## config.mk

```make
export PLATFORM = sky130hd
export DESIGN_NAME = bram_burst_ctrl
export DESIGN_NICKNAME = d
export VERILOG_FILES = /design/src/rtl/bram_pkg.sv /design/src/rtl/rd_skid_buf.sv /design/src/rtl/bram_burst_ctrl.sv
export SDC_FILE = /design/constraint.sdc
export NUM_CORES = 1
export LEC_CHECK = 0
export CELL_PAD_IN_SITES_DETAIL_PLACEMENT = 0
export CELL_PAD_IN_SITES_GLOBAL_PLACEMENT = 1
export CORE_MARGIN = 2
export CORE_UTILIZATION = 36
export DETAILED_ROUTE_END_ITERATION = 10
export GPL_ROUTABILITY_DRIVEN = 0
export PLACE_DENSITY = 0.79
export SYNTH_ARGS = -nofsm -noshare
export SYNTH_HDL_FRONTEND = slang
export SYNTH_SLANG_ARGS = --single-unit
```

## constraint.sdc

```tcl
create_clock -name clk -period 2.53 [get_ports clk]
set_input_delay 0.506 -clock clk [delete_from_list [all_inputs] [get_ports clk]]
set_output_delay 0.506 -clock clk [all_outputs]
set_load 0.005 [all_outputs]
```

## src/rtl/bram_pkg.sv

```systemverilog
// ---------------------------------------------------------------------------
// bram_pkg
// Shared types and default sizing for the block-RAM burst controller.
//   burst_state_t : controller FSM states
//   DEF_*         : default RAM geometry and burst limit
//   ADDR_W/LEN_W  : address and length widths derived from the defaults
// ---------------------------------------------------------------------------
package bram_pkg;

    localparam int unsigned DEF_ADDRESS_DEPTH = 4092;
    localparam int unsigned DEF_DATA_WIDTH    = 16;
    localparam int unsigned DEF_MAX_BURST     = 256;

    localparam int unsigned ADDR_W = $clog2(DEF_ADDRESS_DEPTH);
    localparam int unsigned LEN_W  = $clog2(DEF_MAX_BURST + 1);

    typedef enum logic [1:0] {
        IDLE,
        WRITE,
        READ,
        DONE
    } burst_state_t;

endpackage

```

## src/rtl/rd_skid_buf.sv

```systemverilog
// ---------------------------------------------------------------------------
// rd_skid_buf
// Two-entry in-order buffer holding RAM read data until the sink takes it.
// Ports:
//   clk, rst   : clock, synchronous active-high reset (empties the buffer)
//   push       : capture push_data this edge
//   push_data  : word to capture
//   pop        : head word consumed this edge
//   head_data  : oldest stored word
//   count      : number of stored words (0..2), used for read-issue gating
//   empty      : no word stored
// A push while full is only taken if a pop happens on the same edge.
// ---------------------------------------------------------------------------
module rd_skid_buf #(
    parameter int unsigned DATA_WIDTH = 16
) (
    input  logic                  clk,
    input  logic                  rst,
    input  logic                  push,
    input  logic [DATA_WIDTH-1:0] push_data,
    input  logic                  pop,
    output logic [DATA_WIDTH-1:0] head_data,
    output logic [1:0]            count,
    output logic                  empty
);

    logic [DATA_WIDTH-1:0] data_q [2];
    logic                  rd_ptr_q;
    logic                  wr_ptr_q;
    logic [1:0]            count_q;
    logic                  do_pop;
    logic                  do_push;

    always_comb begin
        do_pop  = pop && (count_q != 2'd0);
        do_push = push && ((count_q != 2'd2) || do_pop);
    end

    always_ff @(posedge clk) begin
        if (rst) begin
            data_q[0] <= '0;
            data_q[1] <= '0;
            rd_ptr_q  <= 1'b0;
            wr_ptr_q  <= 1'b0;
            count_q   <= 2'd0;
        end else begin
            if (do_push) begin
                data_q[wr_ptr_q] <= push_data;
                wr_ptr_q         <= ~wr_ptr_q;
            end
            if (do_pop) begin
                rd_ptr_q <= ~rd_ptr_q;
            end
            count_q <= count_q + {1'b0, do_push} - {1'b0, do_pop};
        end
    end

    assign head_data = data_q[rd_ptr_q];
    assign count     = count_q;
    assign empty     = (count_q == 2'd0);

endmodule

```

## src/rtl/bram_burst_ctrl.sv

```systemverilog
// ---------------------------------------------------------------------------
// bram_burst_ctrl
// Turns burst commands (start address, length, direction) into per-cycle
// accesses on one single-port block RAM with a one-cycle read latency.
// Ports:
//   clk, rst                      : clock, synchronous active-high reset
//   cmd_valid/cmd_ready           : command handshake (ready only when idle)
//   cmd_write, cmd_addr, cmd_len  : direction, start word, word count
//   wr_data/wr_valid/wr_ready     : write data stream into the RAM
//   rd_data/rd_valid/rd_ready     : read data stream out of the RAM
//   done                          : one-cycle pulse when a command completes
//   err                           : with done, command had an illegal address
//   mem_wr, mem_data, mem_address : RAM write enable, write data, address
//   mem_q                         : RAM read data, cycle after the address
// Addresses wrap from ADDRESS_DEPTH-1 to 0 inside a burst.
// ---------------------------------------------------------------------------
module bram_burst_ctrl
    import bram_pkg::*;
#(
    parameter int unsigned ADDRESS_DEPTH = DEF_ADDRESS_DEPTH,
    parameter int unsigned DATA_WIDTH    = DEF_DATA_WIDTH,
    parameter int unsigned MAX_BURST     = DEF_MAX_BURST
) (
    input  logic                             clk,
    input  logic                             rst,
    input  logic                             cmd_valid,
    output logic                             cmd_ready,
    input  logic                             cmd_write,
    input  logic [$clog2(ADDRESS_DEPTH)-1:0] cmd_addr,
    input  logic [$clog2(MAX_BURST+1)-1:0]   cmd_len,
    input  logic [DATA_WIDTH-1:0]            wr_data,
    input  logic                             wr_valid,
    output logic                             wr_ready,
    output logic [DATA_WIDTH-1:0]            rd_data,
    output logic                             rd_valid,
    input  logic                             rd_ready,
    output logic                             done,
    output logic                             err,
    output logic                             mem_wr,
    output logic [DATA_WIDTH-1:0]            mem_data,
    output logic [$clog2(ADDRESS_DEPTH)-1:0] mem_address,
    input  logic [DATA_WIDTH-1:0]            mem_q
);

    localparam int unsigned AW  = $clog2(ADDRESS_DEPTH);
    localparam int unsigned LW  = $clog2(MAX_BURST + 1);
    localparam int unsigned AW1 = AW + 1;

    // One extra bit so a power-of-two depth still compares correctly.
    localparam logic [AW:0]   DEPTH_EXT = AW1'(ADDRESS_DEPTH);
    localparam logic [AW-1:0] LAST_ADDR = AW'(ADDRESS_DEPTH - 1);

    burst_state_t  state_q, state_d;
    logic [AW-1:0] addr_q, addr_d;
    logic [LW-1:0] issue_left_q, issue_left_d;  // words still to write / to issue
    logic [LW-1:0] out_left_q, out_left_d;      // read words still to hand off
    logic          inflight_q, inflight_d;      // read issued last cycle
    logic          err_q, err_d;

    logic [AW-1:0] addr_next;
    logic          addr_bad;
    logic [1:0]    buf_count;
    logic [1:0]    occupancy;
    logic          buf_empty;
    logic          pop;
    logic          issue;

    rd_skid_buf #(
        .DATA_WIDTH (DATA_WIDTH)
    ) u_rd_skid_buf (
        .clk       (clk),
        .rst       (rst),
        .push      (inflight_q),
        .push_data (mem_q),
        .pop       (pop),
        .head_data (rd_data),
        .count     (buf_count),
        .empty     (buf_empty)
    );

    always_comb begin
        addr_next = (addr_q == LAST_ADDR) ? '0 : addr_q + AW'(1);
        addr_bad  = ({1'b0, cmd_addr} >= DEPTH_EXT);
        rd_valid  = !buf_empty;
        pop       = rd_valid && rd_ready;
        occupancy = buf_count + {1'b0, inflight_q};
    end

    always_comb begin
        state_d      = state_q;
        addr_d       = addr_q;
        issue_left_d = issue_left_q;
        out_left_d   = out_left_q;
        inflight_d   = 1'b0;
        err_d        = err_q;
        issue        = 1'b0;
        cmd_ready    = 1'b0;
        wr_ready     = 1'b0;
        mem_wr       = 1'b0;
        mem_data     = '0;
        mem_address  = addr_q;
        done         = 1'b0;
        err          = 1'b0;

        unique case (state_q)
            IDLE: begin
                cmd_ready = 1'b1;
                if (cmd_valid) begin
                    issue_left_d = cmd_len;
                    out_left_d   = cmd_len;
                    err_d        = addr_bad;
                    // Keep the RAM address inside the array for rejected commands.
                    if (!addr_bad) begin
                        addr_d = cmd_addr;
                    end
                    if (addr_bad || (cmd_len == '0)) begin
                        state_d = DONE;
                    end else if (cmd_write) begin
                        state_d = WRITE;
                    end else begin
                        state_d = READ;
                    end
                end
            end

            WRITE: begin
                wr_ready = 1'b1;
                mem_wr   = wr_valid;
                mem_data = wr_data;
                if (wr_valid) begin
                    addr_d       = addr_next;
                    issue_left_d = issue_left_q - LW'(1);
                    if (issue_left_q == LW'(1)) begin
                        state_d = DONE;
                    end
                end
            end

            READ: begin
                // A pop this cycle frees a slot for the word issued now, which
                // keeps the stream gap-free while never holding more than two.
                issue = (issue_left_q != '0) && ((occupancy < 2'd2) || pop);
                if (issue) begin
                    addr_d       = addr_next;
                    issue_left_d = issue_left_q - LW'(1);
                    inflight_d   = 1'b1;
                end
                if (pop) begin
                    out_left_d = out_left_q - LW'(1);
                    if (out_left_q == LW'(1)) begin
                        state_d = DONE;
                    end
                end
            end

            DONE: begin
                done    = 1'b1;
                err     = err_q;
                state_d = IDLE;
            end

            default: begin
                state_d = IDLE;
            end
        endcase
    end

    always_ff @(posedge clk) begin
        if (rst) begin
            state_q      <= IDLE;
            addr_q       <= '0;
            issue_left_q <= '0;
            out_left_q   <= '0;
            inflight_q   <= 1'b0;
            err_q        <= 1'b0;
        end else begin
            state_q      <= state_d;
            addr_q       <= addr_d;
            issue_left_q <= issue_left_d;
            out_left_q   <= out_left_d;
            inflight_q   <= inflight_d;
            err_q        <= err_d;
        end
    end

endmodule

```

==> run summary <==
Critical Path RT -> 2.02 ns
Synth Instances -> 424
final setup TNS -> 0 ns
H-tree depth -> 3
Starting Density -> 36.90%
Final Skew -> 0.01095 ns
DR iter-0 viols -> 143
IO Count -> 109
Core Area -> 0.01084 mm²
largest family of logic cells by synthesized area -> simple AND/OR/NAND/NOR gates
most frequent cells after synthesis -> 51 x and2_1, 39 x dfxtp_1, 32 x edfxtp_1
Reg2Reg Setup Slack -> 0.28 ns
arrival time at the worst endpoint -> 1.79 ns
std cell rows -> 38
Ant. Diodes -> 0
P_leak -> 2.190 nW
die area -> 0.01197 mm²
number of global-route vias before repair -> 3,617
Final Setup Violations -> 0
combinational power share -> 49.9%
RSZ-0062 raised after global routing -> false
vias per cell -> 5.320
DP HPWL -> 8035 µm
outcome -> finished, final reports clean
Detailed Routing Iterations Pass 1 -> 4
actual slew at the worst max-slew pin -> 0.7578 ns
sw frac -> 38.13%
max-slew violations -> 0
pin count of the biggest net entering global routing -> 30
CP Capture Type -> primary output
Slew headroom -> 49.01%
fin crit period -> 2.297 ns
distinct cell type count after synthesis -> 58
Clock Latency Late Sink -> 0.34 ns
Bufs on Longest Clock Path -> 2
top_reg_cell synth -> dfxtp_1
CP max FO -> 19
largest cells by area after synthesis -> edfxtp_1 24%, dfxtp_1 20%, and2_1 8.0%
most frequent cell after synthesis -> and2_1
internal power -> 3.256 mW
setup ws final -> 0.2330 ns
hold slack -> 0.4701 ns
via count -> 3,703
Mean Syn Cell Area -> 9.434 µm²
Setup Crit Path Kind -> reg -> out
Tot GR Track Use -> 19.14%
Synth Register Bits -> 71
GR Overflow Total -> 0
CTS tree -> done
multiplexer share of the synthesized area -> 5.787%
Clk pwr share -> 16.8%
Synth Area in Adders -> 3.754%
Synth Area in Simple Gates -> 22.46%
final hold violations -> 0
post-CTS sizing -> 0
number of antenna violations at the first check in global routing -> 0
final worst-path cycle share -> 90.79%
drt total wl -> 11,150 µm
crit path launch type -> register
Synth async-reset ratio -> 0%
area delta synth->final -> 39.44%
DR DRC count -> 0
xor and xnor area share after synthesis -> 1.533%
max_cap viols -> 0
Reg power frac -> 33.2%
switching power -> 2.006 mW
Die H -> 109.4 µm
drt wl/cell -> 16.02 µm
Synth Net Count -> 495
# Post-CTS Setup Buffers -> 0
Post-Place Worst Slack -> 0.04540 ns
first-pass GRT wire length -> 18,060 µm
Fmax -> 435.3 MHz
post-synthesis compound-gate area fraction -> 18.64%
TritonCTS Buffers -> 9
Pwr Density -> 943.3 mW/mm²
Worst Hold Class -> reg -> reg
Post-Syn Area -> 0.004000 mm²
Clock Sinks -> 71
Peak VDD IR -> 0.0004286 V
Seq/Total Area, Yosys -> 43.54%
clk slew on worst S/H paths -> 0.08 ns
fin nets -> 622
area leader, netlist -> edfxtp_1
Antenna Nets Post-Route -> 0
die span in x -> 109.4 µm
yosys warns -> 0
CTS Root Cell -> clkbuf_8
layout cells sized above 1 -> 12.41%
final core utilization -> 51.45%
Port Buf Inserts -> 108
Hold-fix buffers, CTS -> 0
fill count -> 1,038
EDFF count, synth -> 32
Yosys top cell area share -> 24.02%
==> metrics by stage <==
stage,area (µm²),power [mW],cells
detailed placement,5396,4.377,680
CTS,5578,5.276,696
floorplan,4000,3.283,424
global placement,5396,4.327,680
finish,5578,5.262,696
global route,5578,5.658,696
==> placed cells by master (no fill, tap or decap), types with 4 or more instances in the layout <==
cell / Yosys / final
clkdlybuf4s50_1: 0 / 108
and2_1: 51 / 51
dfxtp_1: 39 / 39
buf_4: 2 / 32
edfxtp_1: 32 / 32
nor2_1: 29 / 29
a21oi_1: 25 / 25
nand2_1: 24 / 24
inv_1: 17 / 17
mux2_2: 17 / 17
o31ai_1: 13 / 13
nor3_1: 13 / 13
ha_1: 12 / 12
a211oi_1: 11 / 11
nand3_1: 10 / 10
clkbuf_8: 0 / 9
and3_1: 7 / 7
a22oi_1: 7 / 7
nor2b_1: 6 / 6
o311ai_0: 6 / 6
a31oi_1: 6 / 6
o21ai_0: 6 / 5
or3_1: 5 / 5
xor2_1: 5 / 5
nor4_1: 4 / 4
a211o_1: 4 / 4
mux2i_1: 4 / 4
==> state kept, by name (all words and copies together) (netlist names), named ones only <==
signal / cells
u_rd_skid_buf.data_q: 32
mem_address: 12
issue_left_q: 9
out_left_q: 9
state_q: 2
u_rd_skid_buf.count: 2
err_q: 1
inflight_q: 1
u_rd_skid_buf.rd_ptr_q: 1
u_rd_skid_buf.wr_ptr_q: 1
==> worst max-delay path: stages (launching register included) <==
cell and delay, ns:
dfxtp_1 0.39, inv_1 0.08, ha_1 0.19, buf_4 0.19
and2_1 0.15, clkdlybuf4s50_1 0.46
==> per-layer routing <==
layer	up-vias	global-route usage, %	part of all wire, %
met4	0	6.691	1.2
met1	1753	26.49	48
met5	-	0	0
li1	1819	-	-
met3	11	2.667	5.8
met2	120	30.60	45
==> area by class of cell <==
type                       count  area, µm²  area share (%)
clock inverter                 5      50.05          0.8973
multi-input combinational    310       2087           37.42
tap                          140      175.2           3.140
sequential                    71       1742           31.22
timing repair buffer         140       1321           23.69
clock buffer                  11      131.4           2.355
inverter                      19      71.32           1.279
==> worst paths after layout <==
check                             start                           to  cells after the start
max             state_q[1]$_SDFFE_PP0P_                  mem_data[6]                      5
min          out_left_q[7]$_SDFFE_PP0P_   out_left_q[7]$_SDFFE_PP0P_                      2
max reg2reg     state_q[0]$_SDFFE_PP0P_  mem_address[5]$_SDFFE_PP0P_                      7
min reg2reg  out_left_q[7]$_SDFFE_PP0P_   out_left_q[7]$_SDFFE_PP0P_                      2
==> power groups by stage <==
stage	combinational (mW)	clock (mW)	sequential (mW)
global route	2.93	0.944	1.79
finish	2.63	0.887	1.75
floorplan	1.58	0	1.71
CTS	2.63	0.902	1.74
detailed placement	2.61	0	1.76
global placement	2.57	0	1.75
==> cells by family after synthesis <==
family	Yosys count
XOR/XNOR	7
adder cells (fa/ha/maj)	12
AND/OR/NAND/NOR	166
multiplexers	21
AO/OA/AOI/OAI	104
flip-flops	71
buffers and inverters	43
Note: power is estimated with default switching activity, not from simulation.
==> edit, RTL diff (config.mk and constraints unchanged) <==
Encoding of `burst_state_t`: now one-hot (4 bits for 4 states).
--- a/src/rtl/bram_pkg.sv
+++ b/src/rtl/bram_pkg.sv
@@ -15,9 +15,9 @@
     localparam int unsigned LEN_W  = $clog2(DEF_MAX_BURST + 1);
 
-    typedef enum logic [1:0] {
-        IDLE,
-        WRITE,
-        READ,
-        DONE
+    typedef enum logic [3:0] {
+        IDLE  = 4'b0001,
+        WRITE = 4'b0010,
+        READ  = 4'b0100,
+        DONE  = 4'b1000
     } burst_state_t;
 
Formal check against the unedited RTL: same outputs for any inputs over 4 cycles, from zero or initial values and one cycle with rst high; so few cycles prove little.
==> edit against the original RTL <==
- synthesized area increased by 2.8%
- register-to-register slack improved by 0.02 ns
- design area increased by 3.9%
- utilization about the same
- first-iteration DRC count increased by 54%
- via count increased by 5.3%
- sequential cell count increased by 2
- final cell count increased by 2.6%
- routed wire length increased by 5.0%
- worst setup slack got worse by 0.13 ns
Power is not compared: it rests on default switching activity, and its combinational part moved more than twofold at a synthesized area within 25%.
==> edit: results (changes against the original RTL) <==
- Nets: 633 (was 622)
- DP HPWL: 8500 µm (was 8040 µm)
- Pin count of the biggest net entering global routing: 40 (was 30)
- Logic pwr share: 0.294
- Detailed Route Iter0 Violations: 220 (was 143)
- Synth area leaders: edfxtp_1, dfxtp_1, and2_1, mux2_2, nor2_1 (was edfxtp_1, dfxtp_1, and2_1, mux2_2, ha_1)
- Met2 Wirelength: 5810 µm (was 5040 µm)
- Slew @ Worst Pin: 0.965 ns (was 0.758 ns)
- # placed instances: 697 (was 680)
- First-pass GRT wire length: 19300 µm (was 18100 µm)
- CP max FO: 9 (was 19)
- Status: complete, no violations (unchanged)
- Reg clk slew, reported paths: 0.06 ns (was 0.08 ns)
- Peak supply drop: roughly 0.53 mV
- Met1 GRT Util: 0.248 (was 0.265)
- Met3 wire len: 624 µm (was 645 µm)
- Worst-skew pair later-pin latency: 0.33 ns
- GRT met2 Usage: 0.324 (was 0.306)
- FILL cells: 1045 (was 1038)
- Sequential area share after synthesis: 0.433 (was 0.435)
- Port bufs: 108 (unchanged)
- # DRC: 0 (unchanged)
- GR Util All Layers: 0.193 (was 0.191)
- Highest-delay cell along the critical path: or4b_4 (was clkdlybuf4s50_1)
- Layout cells sized above 1: 0.135 (was 0.124)
- Critical Path Max Stage Delay: 0.59 ns (was 0.46 ns)
- CTS Buf Count: 9 (unchanged)
- Post-synth top cells: and2_1, dfxtp_1, nor2_1, edfxtp_1, nand2_1 (was and2_1, dfxtp_1, edfxtp_1, nor2_1, a21oi_1)
- M1 wire length: 5100 µm (was 5330 µm)
- Most flops, register: u_rd_skid_buf.data_q (unchanged)
- Max Used Layer: met4 (unchanged)
- Clk_skew: 0.00475 ns (was 0.0109 ns)
- Synth unique cells: 54 (was 58)
- WP data arrival: 1.92 ns (was 1.79 ns)
- GR Layer Usage met3: 0.0372 (was 0.0267)
- Pleak: 2.14 nW
- Final Non-Filler Cells: 714 (was 696)
- CTS root buf: clkbuf_16 (was clkbuf_8)
- Dpl cell area: 5470 µm² (was 5400 µm²)
- Primary FF master, synth: dfxtp_1 (unchanged)
- Mean Syn Cell Area: 9.24 µm² (was 9.43 µm²)
- Via count: 3899 (was 3703)
- DR WL/cell: 16.4 µm (was 16.0 µm)
- Syn_nets: 512 (was 495)
- Drt first pass iters: 6 (was 4)
edit: changes by cell type after synthesis, sizes merged, moves of 4 or more:
cell,before,now
nor2b,6,1
a21oi,27,21
a31oi,6,12
ha,12,8
xnor2,2,6
nand2,24,28
nor2,29,34
o21ai,6,14
and3,7,3
edit: stage by stage:
stage	setup TNS (ns)	power, W	setup WS (ns)	hold WS [ns]
after floorplan	0	0.00215	0.153	0.446
after global placement	-0.472	0.00266	-0.0832	0.469
after detailed placement	-0.760	0.00267	-0.121	0.477
after CTS	0	0.00395	0.0187	0.502
after global routing	0	0.00414	0.0463	0.520
final	0	0.00392	0.106	0.502
edit: final cells by class:
class,instances,area (µm²),share of cell area
Inverter,15,56.3,0.00972
Timing Repair Buffer,137,1300,0.225
Clock buffer,9,225,0.0389
Clock inverter,7,71.3,0.0123
Tap cell,143,179,0.0309
Multi-Input combinational cell,330,2170,0.375
Sequential cell,73,1790,0.309
edit: logic make-up after synthesis:
group           after synthesis  share of synthesized area
flops                        73                      0.433
xor+xnor                     11                     0.0234
compound gates              108                      0.178
buf+inv                      42                     0.0435
fa+ha+maj                     8                     0.0243
simple gates                185                      0.249
mux                          18                     0.0490
edit: path summary, 6_finish.rpt:
kind	start	to	depth (start not counted)	slack, ns
setup / recovery	state_q[1]$_SDFFE_PP0P_	cmd_ready	3	0.11
hold / removal	err_q$_SDFFE_PP0P_	err_q$_SDFFE_PP0P_	2	0.50
setup reg to reg	state_q[2]$_SDFFE_PP0P_	mem_address[0]$_SDFFE_PP0P_	4	0.30
hold reg to reg	err_q$_SDFFE_PP0P_	err_q$_SDFFE_PP0P_	2	0.50
edit: what timing repair did:
item                                    in CTS  in global routing
buffers inserted                             0                  1
endpoints found under the hold margin        0                  0
gates resized for setup                      5                  4
endpoints found under the setup margin      18                  8
